File: config.mk
export PLATFORM = sky130hd
export DESIGN_NAME = led_sched_funcmod
export DESIGN_NICKNAME = d
export VERILOG_FILES = /design/src/rtl/led_sched_funcmod_pkg.sv /design/src/rtl/led_tick_funcmod.sv /design/src/rtl/led_sched_funcmod.sv
export SDC_FILE = /design/constraint.sdc
export NUM_CORES = 1
export LEC_CHECK = 0
export ABC_CLOCK_PERIOD_IN_PS = 3300
export BUFFER_PORTS_ARGS = -buffer_cell sky130_fd_sc_hd__buf_2
export CORE_MARGIN = 2
export CORE_UTILIZATION = 61
export CTS_BUF_LIST = sky130_fd_sc_hd__clkbuf_8
export CTS_CLUSTER_DIAMETER = 60
export DETAILED_ROUTE_END_ITERATION = 16
export PLACE_DENSITY = 0.82
export SYNTH_ARGS = -nofsm -noshare
export SYNTH_HDL_FRONTEND = slang
export SYNTH_SLANG_ARGS = --single-unit
File: constraint.sdc
create_clock -name CLOCK -period 3.3 [get_ports CLOCK]
set_input_delay 0.99 -clock CLOCK [delete_from_list [all_inputs] [get_ports CLOCK]]
set_output_delay 0.99 -clock CLOCK [all_outputs]
set_load 0.01 [all_outputs]
File: src/rtl/led_sched_funcmod_pkg.sv
// Mode/speed codes, default step periods and pattern start values for the LED scheduler.
package led_sched_funcmod_pkg;

    typedef enum logic [1:0] {
        MODE_SHL   = 2'd0,
        MODE_SHR   = 2'd1,
        MODE_PING  = 2'd2,
        MODE_BLINK = 2'd3
    } mode_e;

    typedef enum logic {
        DIR_UP   = 1'b0,
        DIR_DOWN = 1'b1
    } dir_e;

    localparam logic [1:0] SPEED_1S    = 2'd0;
    localparam logic [1:0] SPEED_100MS = 2'd1;
    localparam logic [1:0] SPEED_10MS  = 2'd2;
    localparam logic [1:0] SPEED_1MS   = 2'd3;

    localparam logic [25:0] T1S_DEF    = 26'd50_000_000;
    localparam logic [25:0] T100MS_DEF = 26'd5_000_000;
    localparam logic [25:0] T10MS_DEF  = 26'd500_000;
    localparam logic [25:0] T1MS_DEF   = 26'd50_000;

    localparam logic [3:0] LED_START_SHL   = 4'b0001;
    localparam logic [3:0] LED_START_SHR   = 4'b1000;
    localparam logic [3:0] LED_START_PING  = 4'b0001;
    localparam logic [3:0] LED_START_BLINK = 4'b1111;

    function automatic logic [3:0] start_led(input mode_e mode);
        logic [3:0] val;
        unique case (mode)
            MODE_SHL:   val = LED_START_SHL;
            MODE_SHR:   val = LED_START_SHR;
            MODE_PING:  val = LED_START_PING;
            MODE_BLINK: val = LED_START_BLINK;
        endcase
        return val;
    endfunction

endpackage

File: src/rtl/led_tick_funcmod.sv
// Step timebase: counts 0..T-1 and flags the terminal count; Clr restarts the step.
module led_tick_funcmod (
    input  logic        CLOCK,
    input  logic        RESET,
    input  logic [25:0] T,
    input  logic        Clr,
    output logic        TC
);

    logic [25:0] c1_q;

    assign TC = (c1_q == T - 26'd1);

    always_ff @(posedge CLOCK or negedge RESET) begin
        if (!RESET) begin
            c1_q <= '0;
        end else if (Clr || TC) begin
            c1_q <= '0;
        end else begin
            c1_q <= c1_q + 26'd1;
        end
    end

endmodule

File: src/rtl/led_sched_funcmod.sv
// Two-requester round-robin command scheduler driving the 4-LED flowing-light pattern.
module led_sched_funcmod
    import led_sched_funcmod_pkg::*;
#(
    parameter logic [25:0] T1S    = T1S_DEF,
    parameter logic [25:0] T100MS = T100MS_DEF,
    parameter logic [25:0] T10MS  = T10MS_DEF,
    parameter logic [25:0] T1MS   = T1MS_DEF
) (
    input  logic       CLOCK,
    input  logic       RESET,
    input  logic       Req_A,
    input  logic [1:0] Mode_A,
    input  logic [1:0] Speed_A,
    output logic       Ack_A,
    input  logic       Req_B,
    input  logic [1:0] Mode_B,
    input  logic [1:0] Speed_B,
    output logic       Ack_B,
    output logic [3:0] LED,
    output logic [1:0] Mode_Q,
    output logic [1:0] Speed_Q,
    output logic       Pend
);

    mode_e       mode_q, mode_d;
    mode_e       pend_mode_q, pend_mode_d;
    dir_e        dir_q, dir_d;
    logic [1:0]  speed_q, speed_d;
    logic [1:0]  pend_speed_q, pend_speed_d;
    logic [3:0]  led_q, led_d;
    logic        pend_q, pend_d;
    logic        ack_a_q, ack_b_q;
    logic        prefer_b_q, prefer_b_d;
    logic        grant_a, grant_b, apply, tc;
    logic [25:0] t_sel;

    always_comb begin
        t_sel = T1S;
        unique case (speed_q)
            SPEED_1S:    t_sel = T1S;
            SPEED_100MS: t_sel = T100MS;
            SPEED_10MS:  t_sel = T10MS;
            SPEED_1MS:   t_sel = T1MS;
        endcase
    end

    led_tick_funcmod u_tick (
        .CLOCK (CLOCK),
        .RESET (RESET),
        .T     (t_sel),
        .Clr   (apply),
        .TC    (tc)
    );

    // Both requesting: the one not granted last wins.
    assign grant_a = !pend_q && Req_A && (!Req_B || !prefer_b_q);
    assign grant_b = !pend_q && Req_B && (!Req_A || prefer_b_q);
    assign apply   = tc && pend_q;

    always_comb begin
        mode_d       = mode_q;
        speed_d      = speed_q;
        led_d        = led_q;
        dir_d        = dir_q;
        pend_d       = pend_q;
        pend_mode_d  = pend_mode_q;
        pend_speed_d = pend_speed_q;
        prefer_b_d   = prefer_b_q;

        if (grant_a) begin
            pend_d       = 1'b1;
            pend_mode_d  = mode_e'(Mode_A);
            pend_speed_d = Speed_A;
            prefer_b_d   = 1'b1;
        end else if (grant_b) begin
            pend_d       = 1'b1;
            pend_mode_d  = mode_e'(Mode_B);
            pend_speed_d = Speed_B;
            prefer_b_d   = 1'b0;
        end

        // Applying a command replaces the pattern advance on this terminal count.
        if (apply) begin
            mode_d  = pend_mode_q;
            speed_d = pend_speed_q;
            led_d   = start_led(pend_mode_q);
            dir_d   = DIR_UP;
            pend_d  = 1'b0;
        end else if (tc) begin
            unique case (mode_q)
                MODE_SHL:   led_d = {led_q[2:0], led_q[3]};
                MODE_SHR:   led_d = {led_q[0], led_q[3:1]};
                MODE_PING: begin
                    if (dir_q == DIR_UP) begin
                        if (led_q[3]) begin
                            led_d = 4'b0100;
                            dir_d = DIR_DOWN;
                        end else begin
                            led_d = led_q << 1;
                        end
                    end else begin
                        if (led_q[0]) begin
                            led_d = 4'b0010;
                            dir_d = DIR_UP;
                        end else begin
                            led_d = led_q >> 1;
                        end
                    end
                end
                MODE_BLINK: led_d = ~led_q;
            endcase
        end
    end

    always_ff @(posedge CLOCK or negedge RESET) begin
        if (!RESET) begin
            mode_q       <= MODE_SHL;
            speed_q      <= SPEED_1S;
            led_q        <= LED_START_SHL;
            dir_q        <= DIR_UP;
            pend_q       <= 1'b0;
            pend_mode_q  <= MODE_SHL;
            pend_speed_q <= SPEED_1S;
            ack_a_q      <= 1'b0;
            ack_b_q      <= 1'b0;
            prefer_b_q   <= 1'b0;
        end else begin
            mode_q       <= mode_d;
            speed_q      <= speed_d;
            led_q        <= led_d;
            dir_q        <= dir_d;
            pend_q       <= pend_d;
            pend_mode_q  <= pend_mode_d;
            pend_speed_q <= pend_speed_d;
            ack_a_q      <= grant_a;
            ack_b_q      <= grant_b;
            prefer_b_q   <= prefer_b_d;
        end
    end

    assign Ack_A   = ack_a_q;
    assign Ack_B   = ack_b_q;
    assign LED     = led_q;
    assign Mode_Q  = mode_q;
    assign Speed_Q = speed_q;
    assign Pend    = pend_q;

endmodule

==> summary.md, run 1 <==
| Metric | Value |
|---|---|
| Setup Buffers After CTS | `0` |
| Most frequent cells in the layout | `dfrtp_1 (42), nor2_1 (34), xnor2_1 (25), buf_2 (22), inv_1 (18)` |
| Largest net degree at the start of global routing | `44` |
| Via density | `5.69` |
| Async set or reset register ratio after synthesis | `1.00` |
| Synthesized instance count | `251` |
| Die height | `67.3 microns` |
| CTS tree | `yes` |
| Yosys cell types | `46` |
| Maximum VDD drop | `0.364 mV` |
| Crit end category | `flop` |
| Most used DFF post-synth | `dfrtp_1` |
| Drt pass-1 iters | `5` |
| Initial antenna violation count | `0` |
| Final core utilization | `0.691` |
| Power Dens Cells | `380 mW/mm^2` |
| Post-DRT Antenna Nets | `0` |
| Synth warn | `0` |
| Clock transition at path regs | `80 ps` |
| Final period util | `0.900` |
| First-pass GRT wire length | `8.14 mm` |
| Starting Density | `0.624` |
| Fillers | `322` |
| Share of layout cells above drive strength 1 | `0.156` |
| Design Power | `1.03 mW` |
| Maximum fanout along the worst path | `17` |
| Worst Hold Class | `flop to flop` |
| DR WL/cell | `15.0 microns` |
| GRT Util Overall | `0.243` |
| Core Rows | `23` |
| Status | `finished, final reports clean` |
| Hold-fix buffers, CTS | `0` |
| Critical Path AT | `3150 ps` |
| Commonest non-fill, non-tap cell in the layout | `dfrtp_1` |
| WP data required | `3480 ps` |
| Slew Limit Fails | `0` |
| Core ar. | `0.00391 sq mm` |
| CTS Buffer Depth | `2` |
| Maximum clock frequency | `0.337 GHz` |
| Post-synth EDFFs | `0` |
| TritonCTS Buffers | `5` |
| Final min period | `2970 ps` |
| Crit Path Class | `flop to flop` |
| Seq/Total Area, Yosys | `0.441` |
| Ant. Diodes | `0` |
| Root Buffer Master | `clkbuf_8` |
| Routability Congestion | `0.873` |
| Avg Cell Area, Syn | `9.74 sq um` |
| Clock sink count | `43` |
| Die X | `67.3 microns` |
| Vias in the first global route | `1733` |
| Worst Skew | `5.35 ps` |
| 1st-iter DRT viols | `182` |
| Area Growth Syn to Fin | `10.6%` |
| Residual DRC | `0` |
| Hold Violations, Final | `0` |
| Final WL | `4.87 mm` |
| Clock Latency Late Sink | `300 ps` |
| Setup TNS | `0 ps` |
| Unrepaired setup endpoints after global routing | `no` |
| # H-tree levels | `2` |
| Die area | `0.00453 sq mm` |
| HPWL after DPL | `3.40 mm` |
| Max Cap Viol | `0` |
| Slew margin rel. | `0.376` |
| Cell area after synthesis | `0.00244 sq mm` |
| GRT overflow | `0` |
| Critical Path Source Type | `flop` |
| Final #Nets | `294` |
| Vias | `1848` |
| Synth Register Bits | `43` |
| Final setup fails | `0` |
| Pleak | `1.21 nW` |
| Syn Nets | `271` |
| Worst hold slack | `486 ps` |
| I/O Buffers | `22` |
| Post-CTS Resized | `0` |
| I/O pin count | `23` |
| Worst-Margin Slew | `936 ps` |
worst max-delay path, cell delays in order (launching register included):
cell,delay (ps)
dfrtp_1,450
inv_1,190
ha_1,210
inv_1,50
ha_1,300
xnor2_1,120
or4_1,560
nor4_4,220
and3_4,380
mux2_2,380
synthesized netlist by cell type, drive strengths merged (4+ instances only):
library cell	number	area share
xnor2	25	0.090
dfrtp	42	0.43
nor4	9	0.029
xor2	9	0.032
inv	17	0.026
a21oi	9	0.018
mux2	7	0.035
nand4	7	0.020
nor2	34	0.052
buf	4	0.017
nor3	7	0.014
mux2i	5	0.020
o21ai	9	0.018
ha	8	0.041
nand2	15	0.023
nand3	10	0.020
power by group:
group / switching, mW / internal, mW
logic: 0.0123 / 0.00523
clock network: 0.185 / 0.299
registers: 0 / 0.526
total: 0.197 / 0.831
metrics by stage:
stage               setup slack [ps]  cell area, sq um  cells
CTS                              316              2700    325
floorplan                        516              2440    251
detailed placement               341              2570    317
finish                           329              2700    325
global placement                 447              2570    317
global route                     139              2700    325
worst paths after layout:
path / cells past startpoint / to / slack (ps) / startpoint
worst max-delay path: 9 / LED[3] / 330 / Speed_Q[0]
worst min-delay path: 2 / pend_speed_q[0] / 490 / pend_speed_q[0]
worst max register to register: 9 / LED[3] / 330 / Speed_Q[0]
worst min register to register: 2 / pend_speed_q[0] / 490 / pend_speed_q[0]
max in group asynchronous: 1 / Mode_Q[0] / 1890 / RESET
min in group asynchronous: 1 / LED[2] / 820 / RESET
registers in the layout, summed over array words and instances, names as in the netlist:
signal and cells:
dir_q 1, pend_speed_q 2, Speed_Q 2, Ack_A 1, LED 4, prefer_b_q 1, Mode_Q 2, Ack_B 1
Pend 1, u_tick.c1_q 26, pend_mode_q 2
kinds of logic after synthesis:
logic type | Yosys count | share of synthesized area
simple gates | 100 | 0.216
flops | 43 | 0.441
xor+xnor | 34 | 0.122
compound gates | 30 | 0.0768
buf+inv | 24 | 0.0481
mux | 12 | 0.0558
fa+ha+maj | 8 | 0.0410
metal layers:
layer / GRT usage / up-vias / wire (microns)
met3: 0.0567 / 8 / 149
met5: 0 / - / 0
met1: 0.325 / 887 / 2230
met2: 0.390 / 42 / 2420
li1: - / 911 / -
met4: 0.0842 / 0 / 80
layout make-up:
type | instances | area, sq um | share of cell area
Multi-Input combinational cell | 184 | 1250 | 0.462
Sequential cell | 43 | 1080 | 0.399
Timing Repair Buffer | 23 | 118 | 0.0435
Clock buffer | 5 | 68.8 | 0.0255
Clock inverter | 3 | 63.8 | 0.0236
Inverter | 17 | 63.8 | 0.0236
Tap cell | 50 | 62.6 | 0.0231
(Power assumes the default switching activity.)
==> run 2, diff against run 1 <==
BUFFER_PORTS_ARGS = not set   (was -buffer_cell sky130_fd_sc_hd__buf_2)
CORE_UTILIZATION = 65   (was 61)
DONT_BUFFER_PORTS = 1   (was not set)
PLACE_DENSITY = 0.81   (was 0.82)
==> run 2 against run 1 <==
Compared with the run above:
- critical endpoint unchanged
- design area fell by 4.8%
- sequential share of layout area rose by 2.0 points
- final cell count down 7.4%
- largest power group unchanged
- count of clock-buffer cells in the layout unchanged
- setup slack got worse by 28 ps
==> summary.md, run 2 (same netlist as run 1, synthesis figures left out) <==
| Metric | Value |
|---|---|
| Design Power | `0.953 mW (-7.3%)` |
| Core Rows | `22 (-4.3%)` |
| Final period util | `0.909 (+0.00858)` |
| Hold-fix buffers, CTS | `0 (unchanged)` |
| Slew margin rel. | `0.649 (+0.273)` |
| Clock transition at path regs | `90 ps (about the same)` |
| WP data required | `3490 ps (about the same)` |
| Clock sink count | `43 (unchanged)` |
| Reg with most FFs | `u_tick.c1_q` |
| Critical-path top delay cell | `or4_1` |
| Unrepaired setup endpoints after global routing | `no` |
| 1st-iter DRT viols | `149 (-18%)` |
| HPWL after DPL | `3.21 mm (-5.5%)` |
| GRT overflow | `0 (unchanged)` |
| Die height | `65.3 microns (-2.9%)` |
| Max reg flops | `26 (unchanged)` |
| Worst-Margin Slew | `521 ps (-414 ps)` |
| Largest net degree at the start of global routing | `44 (unchanged)` |
| Final min period | `3000 ps (+28.3 ps)` |
| I/O pin count | `23 (unchanged)` |
| Area Growth Syn to Fin | `5.33%` |
| Die X | `65.3 microns (-2.9%)` |
| Drt pass-1 iters | `4 (-1)` |
| CTS Buffer Depth | `2 (unchanged)` |
| Critical Path Source Type | `flop` |
| Vias in the first global route | `1673 (-3.5%)` |
| Vias | `1747 (-5.5%)` |
| Slew Limit Fails | `0 (unchanged)` |
| Worst Hold Class | `primary input to async pin` |
| Maximum clock frequency | `0.333 GHz (-0.94%)` |
| Crit Path Class | `flop to flop` |
| Final WL | `4.50 mm (-7.6%)` |
| DR WL/cell | `15.0 microns (-0.22%)` |
| FF+latch area | `0.00108 sq mm (unchanged)` |
| Multi-input logic area | `0.00125 sq mm (unchanged)` |
| Critical Path AT | `3190 ps (+40 ps)` |
| Final #Nets | `272 (-7.5%)` |
| Crit end category | `flop` |
| Post-CTS Resized | `0 (unchanged)` |
| TritonCTS Buffers | `5 (unchanged)` |
| Initial antenna violation count | `0 (unchanged)` |
| Share of layout cells above drive strength 1 | `0.0870 (-0.0694)` |
| CP Cell Sequence | `inv_1 > ha_1 > inv_1 > ha_1 > xnor2_1 > or4_1 > nor4_4 > and3_4 > mux2_2` |
| First-pass GRT wire length | `7.75 mm (-4.8%)` |
| Maximum VDD drop | `0.295 mV (-19%)` |
| Hold Violations, Final | `0 (unchanged)` |
| Residual DRC | `0 (unchanged)` |
| Max stage delay on crit path | `560 ps (about the same)` |
| Clock Latency Late Sink | `300 ps (about the same)` |
| CTS tree | `yes` |
| # H-tree levels | `2 (unchanged)` |
| Status | `finished, final reports clean` |
| Max Cap Viol | `0 (unchanged)` |
| Via density | `5.80 (+2.1%)` |
| Post-DRT Antenna Nets | `0 (unchanged)` |
| Fillers | `281 (-13%)` |
| Ant. Diodes | `0 (unchanged)` |
| Power Dens Cells | `370 mW/mm^2 (-2.7%)` |
| Worst Skew | `6.87 ps (+1.52 ps)` |
| GRT Util Overall | `0.240 (-0.00321)` |
| Final setup fails | `0 (unchanged)` |
| Routability Congestion | `0.911 (+4.4%)` |
| Maximum fanout along the worst path | `15 (-2)` |
| I/O Buffers | `0 (-100%)` |
| Core ar. | `0.00363 sq mm (-7.2%)` |
| Starting Density | `0.673 (+0.0482)` |
| Most frequent cells in the layout | `dfrtp_1 (42), nor2_1 (34), xnor2_1 (25), inv_1 (17), nand2_1 (15)` |
| Setup Buffers After CTS | `0 (unchanged)` |
| Commonest non-fill, non-tap cell in the layout | `dfrtp_1` |
| Die area | `0.00427 sq mm (-5.8%)` |
| Root Buffer Master | `clkbuf_8` |
| Pleak | `1.10 nW (-9.3%)` |
| Setup TNS | `0 ps (unchanged)` |
## run 2: cell count changes in the layout (fill, tap and decap cells not counted), sizes merged
| cell | previous run | this run |
|---|---|---|
| buf | 23 | 1 |
| bufinv | 2 | 1 |
| clkinv | 0 | 1 |
## run 2: worst paths after layout
path,start,cells past startpoint,slack [ps],endpoint
max in group asynchronous,RESET,0,2760,LED[0]
worst max register to register,Speed_Q[0],9,300,LED[3]
worst min register to register,pend_speed_q[1],2,490,pend_speed_q[1]
min in group CLOCK,pend_speed_q[1],2,490,pend_speed_q[1]
worst min-delay path,RESET,0,370,Speed_Q[0]
worst max-delay path,Speed_Q[0],9,300,LED[3]
## run 2: final cells by class
cell class	count	share of cell area
clock buffers	5	0.0267
multi-input cells	184	0.485
flip-flops and latches	43	0.419
clock inverters	3	0.0185
well taps	48	0.0233
inverters	17	0.0248
repair buffers	1	0.00292
## run 2: routing by layer
metal	vias to the layer above	track usage	share of wire
met2	32	0.342	0.46
li1	870	-	-
met4	0	0.0885	0.020
met1	835	0.347	0.47
met3	10	0.0719	0.044
met5	-	0	0
## run 2: metrics by stage
stage	util	hold slack [ps]	worst slack (ps)	cells	area (sq um)
final	0.708	370	301	301	2570
after global routing	0.708	353	139	301	2570
after CTS	0.708	359	299	301	2570
after detailed placement	0.676	474	326	293	2460
after global placement	0.676	463	406	293	2460
after floorplan	-	446	516	251	2440
## run 2: worst max-delay path: cells and delay by family, from the launching register on
family	cells	cell delay, ps
and+or+nand+nor	3	1130
adders and majority gates	2	520
DFF	1	490
muxes	1	350
buffers and inverters	2	260
xor gates and xnor gates	1	120
## run 2: report_power, final
group / total [mW] / switching (mW) / internal (mW)
registers: 0.527 / 0 / 0.527
clock network: 0.425 / 0.196 / 0.229
logic: 0.00121 / 0.000473 / 0.000735
==> run 3, diff against run 2 <==
CORE_MARGIN = 3   (was 2)
==> run 3 against run 2 <==
Compared with the run above:
- register-to-register slack improved by 30 ps
- first-iteration DRC count rose by 5.4%
- design area fell by 1.2%
- setup slack improved by 27 ps
- critical path depth rose by 1
- clock skew fell by 3.5 ps
- die area rose by 6.2%
- global-route usage fell by 1.8 points
- total power fell by 10%
- critical path type unchanged
==> summary.md, run 3 (same netlist as run 1, synthesis figures left out) <==
| Metric | Value |
|---|---|
| Status | `finished, final reports clean` |
| Worst r2r src | `Speed_Q[0]` |
| Vias | `1751 (+0.23%)` |
| Max Cap Viol | `0 (unchanged)` |
| # H-tree levels | `2 (unchanged)` |
| Crit Path Class | `flop to flop` |
| Die X | `67.3 microns (+3.1%)` |
| Cell Count, Final, Fillers Out | `299 (-0.66%)` |
| WP data required | `3480 ps (about the same)` |
| Critical Path AT | `3150 ps (-40 ps)` |
| Placed instance count | `291 (-0.68%)` |
| Slew Limit Fails | `0 (unchanged)` |
| Final min period | `2970 ps (-27.0 ps)` |
| Area Growth Syn to Fin | `4.10%` |
| Worst Hold Class | `primary input to async pin` |
| Reg with most FFs | `u_tick.c1_q` |
| Share of layout cells above drive strength 1 | `0.0870 (unchanged)` |
| Drt pass-1 iters | `4 (unchanged)` |
| Internal | `0.674 mW (-11%)` |
| Post-DRT Antenna Nets | `0 (unchanged)` |
| CTS tree | `yes` |
| Vias in the first global route | `1630 (-2.6%)` |
| Pleak | `1.08 nW (-1.7%)` |
| Flop pwr share | `0.615 (+0.062)` |
| Core ar. | `0.00347 sq mm (-4.5%)` |
| Die height | `67.3 microns (+3.1%)` |
| Critical Path Source Type | `flop` |
| I/O Buffers | `0 (unchanged)` |
| Final #Nets | `272 (unchanged)` |
| Hold-fix buffers, CTS | `0 (unchanged)` |
| Final core utilization | `0.733 (+0.0251)` |
| GRT Util Overall | `0.222 (-0.0178)` |
| Setup Buffers After CTS | `0 (unchanged)` |
| Clock transition at path regs | `80 ps (about the same)` |
| Most frequent cells in the layout | `dfrtp_1 (42), nor2_1 (34), xnor2_1 (25), inv_1 (17), nand2_1 (15)` |
| Routability Congestion | `0.869 (-4.6%)` |
| DR WL/cell | `15.3 microns (+2.3%)` |
| Worst-Margin Slew | `634 ps (+112 ps)` |
| Clk pwr share | `0.383 (-0.063)` |
| Final setup fails | `0 (unchanged)` |
| First-pass GRT wire length | `7.56 mm (-2.5%)` |
| Largest net degree at the start of global routing | `44 (unchanged)` |
| Residual DRC | `0 (unchanged)` |
| Comb power frac | `0.001 (about the same)` |
| Die area | `0.00453 sq mm (+6.2%)` |
| Max reg flops | `26 (unchanged)` |
| Design Power | `0.856 mW (-10%)` |
| TritonCTS Buffers | `5 (unchanged)` |
| Crit end category | `flop` |
| Beginning of the critical path | `Speed_Q[0]` |
| Hold Violations, Final | `0 (unchanged)` |
| Slew margin rel. | `0.574 (-0.0755)` |
| Maximum fanout along the worst path | `24 (+9)` |
| GRT overflow | `0 (unchanged)` |
| I/O pin count | `23 (unchanged)` |
| Worst Skew | `3.34 ps (-3.53 ps)` |
| Worst hold slack | `376 ps (+6.58 ps)` |
| HPWL after DPL | `3.32 mm (+3.5%)` |
| Initial antenna violation count | `0 (unchanged)` |
| Commonest non-fill, non-tap cell in the layout | `dfrtp_1` |
| 1st-iter DRT viols | `157 (+5.4%)` |
| Unrepaired setup endpoints after global routing | `no` |
| Via density | `5.86 (+0.90%)` |
| Power Dens Cells | `337 mW/mm^2 (-9.1%)` |
| Sw Share | `0.212 (+0.00652)` |
| Clock sink count | `43 (unchanged)` |
| Final WL | `4.58 mm (+1.6%)` |
| Post-CTS Resized | `0 (unchanged)` |
| Final period util | `0.901 (-0.00819)` |
| P_sw | `0.182 mW (-7.3%)` |
| Core Rows | `21 (-4.5%)` |
| CTS Buffer Depth | `2 (unchanged)` |
| Starting Density | `0.705 (+0.0320)` |
| Ant. Diodes | `0 (unchanged)` |
| Maximum VDD drop | `0.346 mV (+17%)` |
| Clock Latency Late Sink | `300 ps (about the same)` |
| Fillers | `261 (-7.1%)` |
| Setup TNS | `0 ps (unchanged)` |
| Root Buffer Master | `clkbuf_8` |
| Maximum clock frequency | `0.336 GHz (+0.91%)` |
-- run 3: final timing paths --
| check | end | slack [ps] | depth (start not counted) |
|---|---|---|---|
| max | u_tick.c1_q[4] | 330 | 10 |
| min in group CLOCK | pend_speed_q[1] | 490 | 2 |
| min | u_tick.c1_q[25] | 380 | 0 |
| max in group asynchronous | LED[0] | 2740 | 0 |
| max reg2reg | u_tick.c1_q[4] | 330 | 10 |
| min reg2reg | pend_speed_q[1] | 490 | 2 |
-- run 3: cell type report --
type | count | area, sq um | area share
multi-input combinational | 184 | 1250 | 0.491
sequential | 43 | 1080 | 0.424
clock inverter | 3 | 20.0 | 0.00787
tap | 46 | 57.6 | 0.0226
timing repair buffer | 1 | 7.51 | 0.00295
clock buffer | 5 | 68.8 | 0.0271
inverter | 17 | 63.8 | 0.0251
-- run 3: worst max-delay path, stage by stage (launching register included) --
cell and delay (ps):
dfrtp_1 480, inv_1 210, ha_1 220, inv_1 60
ha_1 310, xnor2_1 120, or4_1 560, nor4_4 220
and3_4 300, buf_4 280, nor2_1 90
-- run 3: layer usage --
layer	wire, microns	vias up	track usage
met1	2250	837	0.309
met5	0	-	0
met3	209	6	0.0566
met4	59	0	0.0684
li1	-	869	-
met2	2050	39	0.341
-- run 3: metrics by stage --
stage	cell area (sq um)	setup WS, ps
floorplan	2440	516
global placement	2450	447
detailed placement	2450	350
CTS	2540	329
global route	2540	154
finish	2540	328
-- run 3: power groups by stage --
stage                     Combinational [mW]  Clock (mW)  Sequential [mW]
final                                0.00127       0.328            0.526
after global routing                 0.00147       0.353            0.527
after CTS                            0.00128       0.336            0.526
after detailed placement             0.00126           0            0.537
after global placement               0.00123           0            0.537
after floorplan                     0.000998           0            0.537
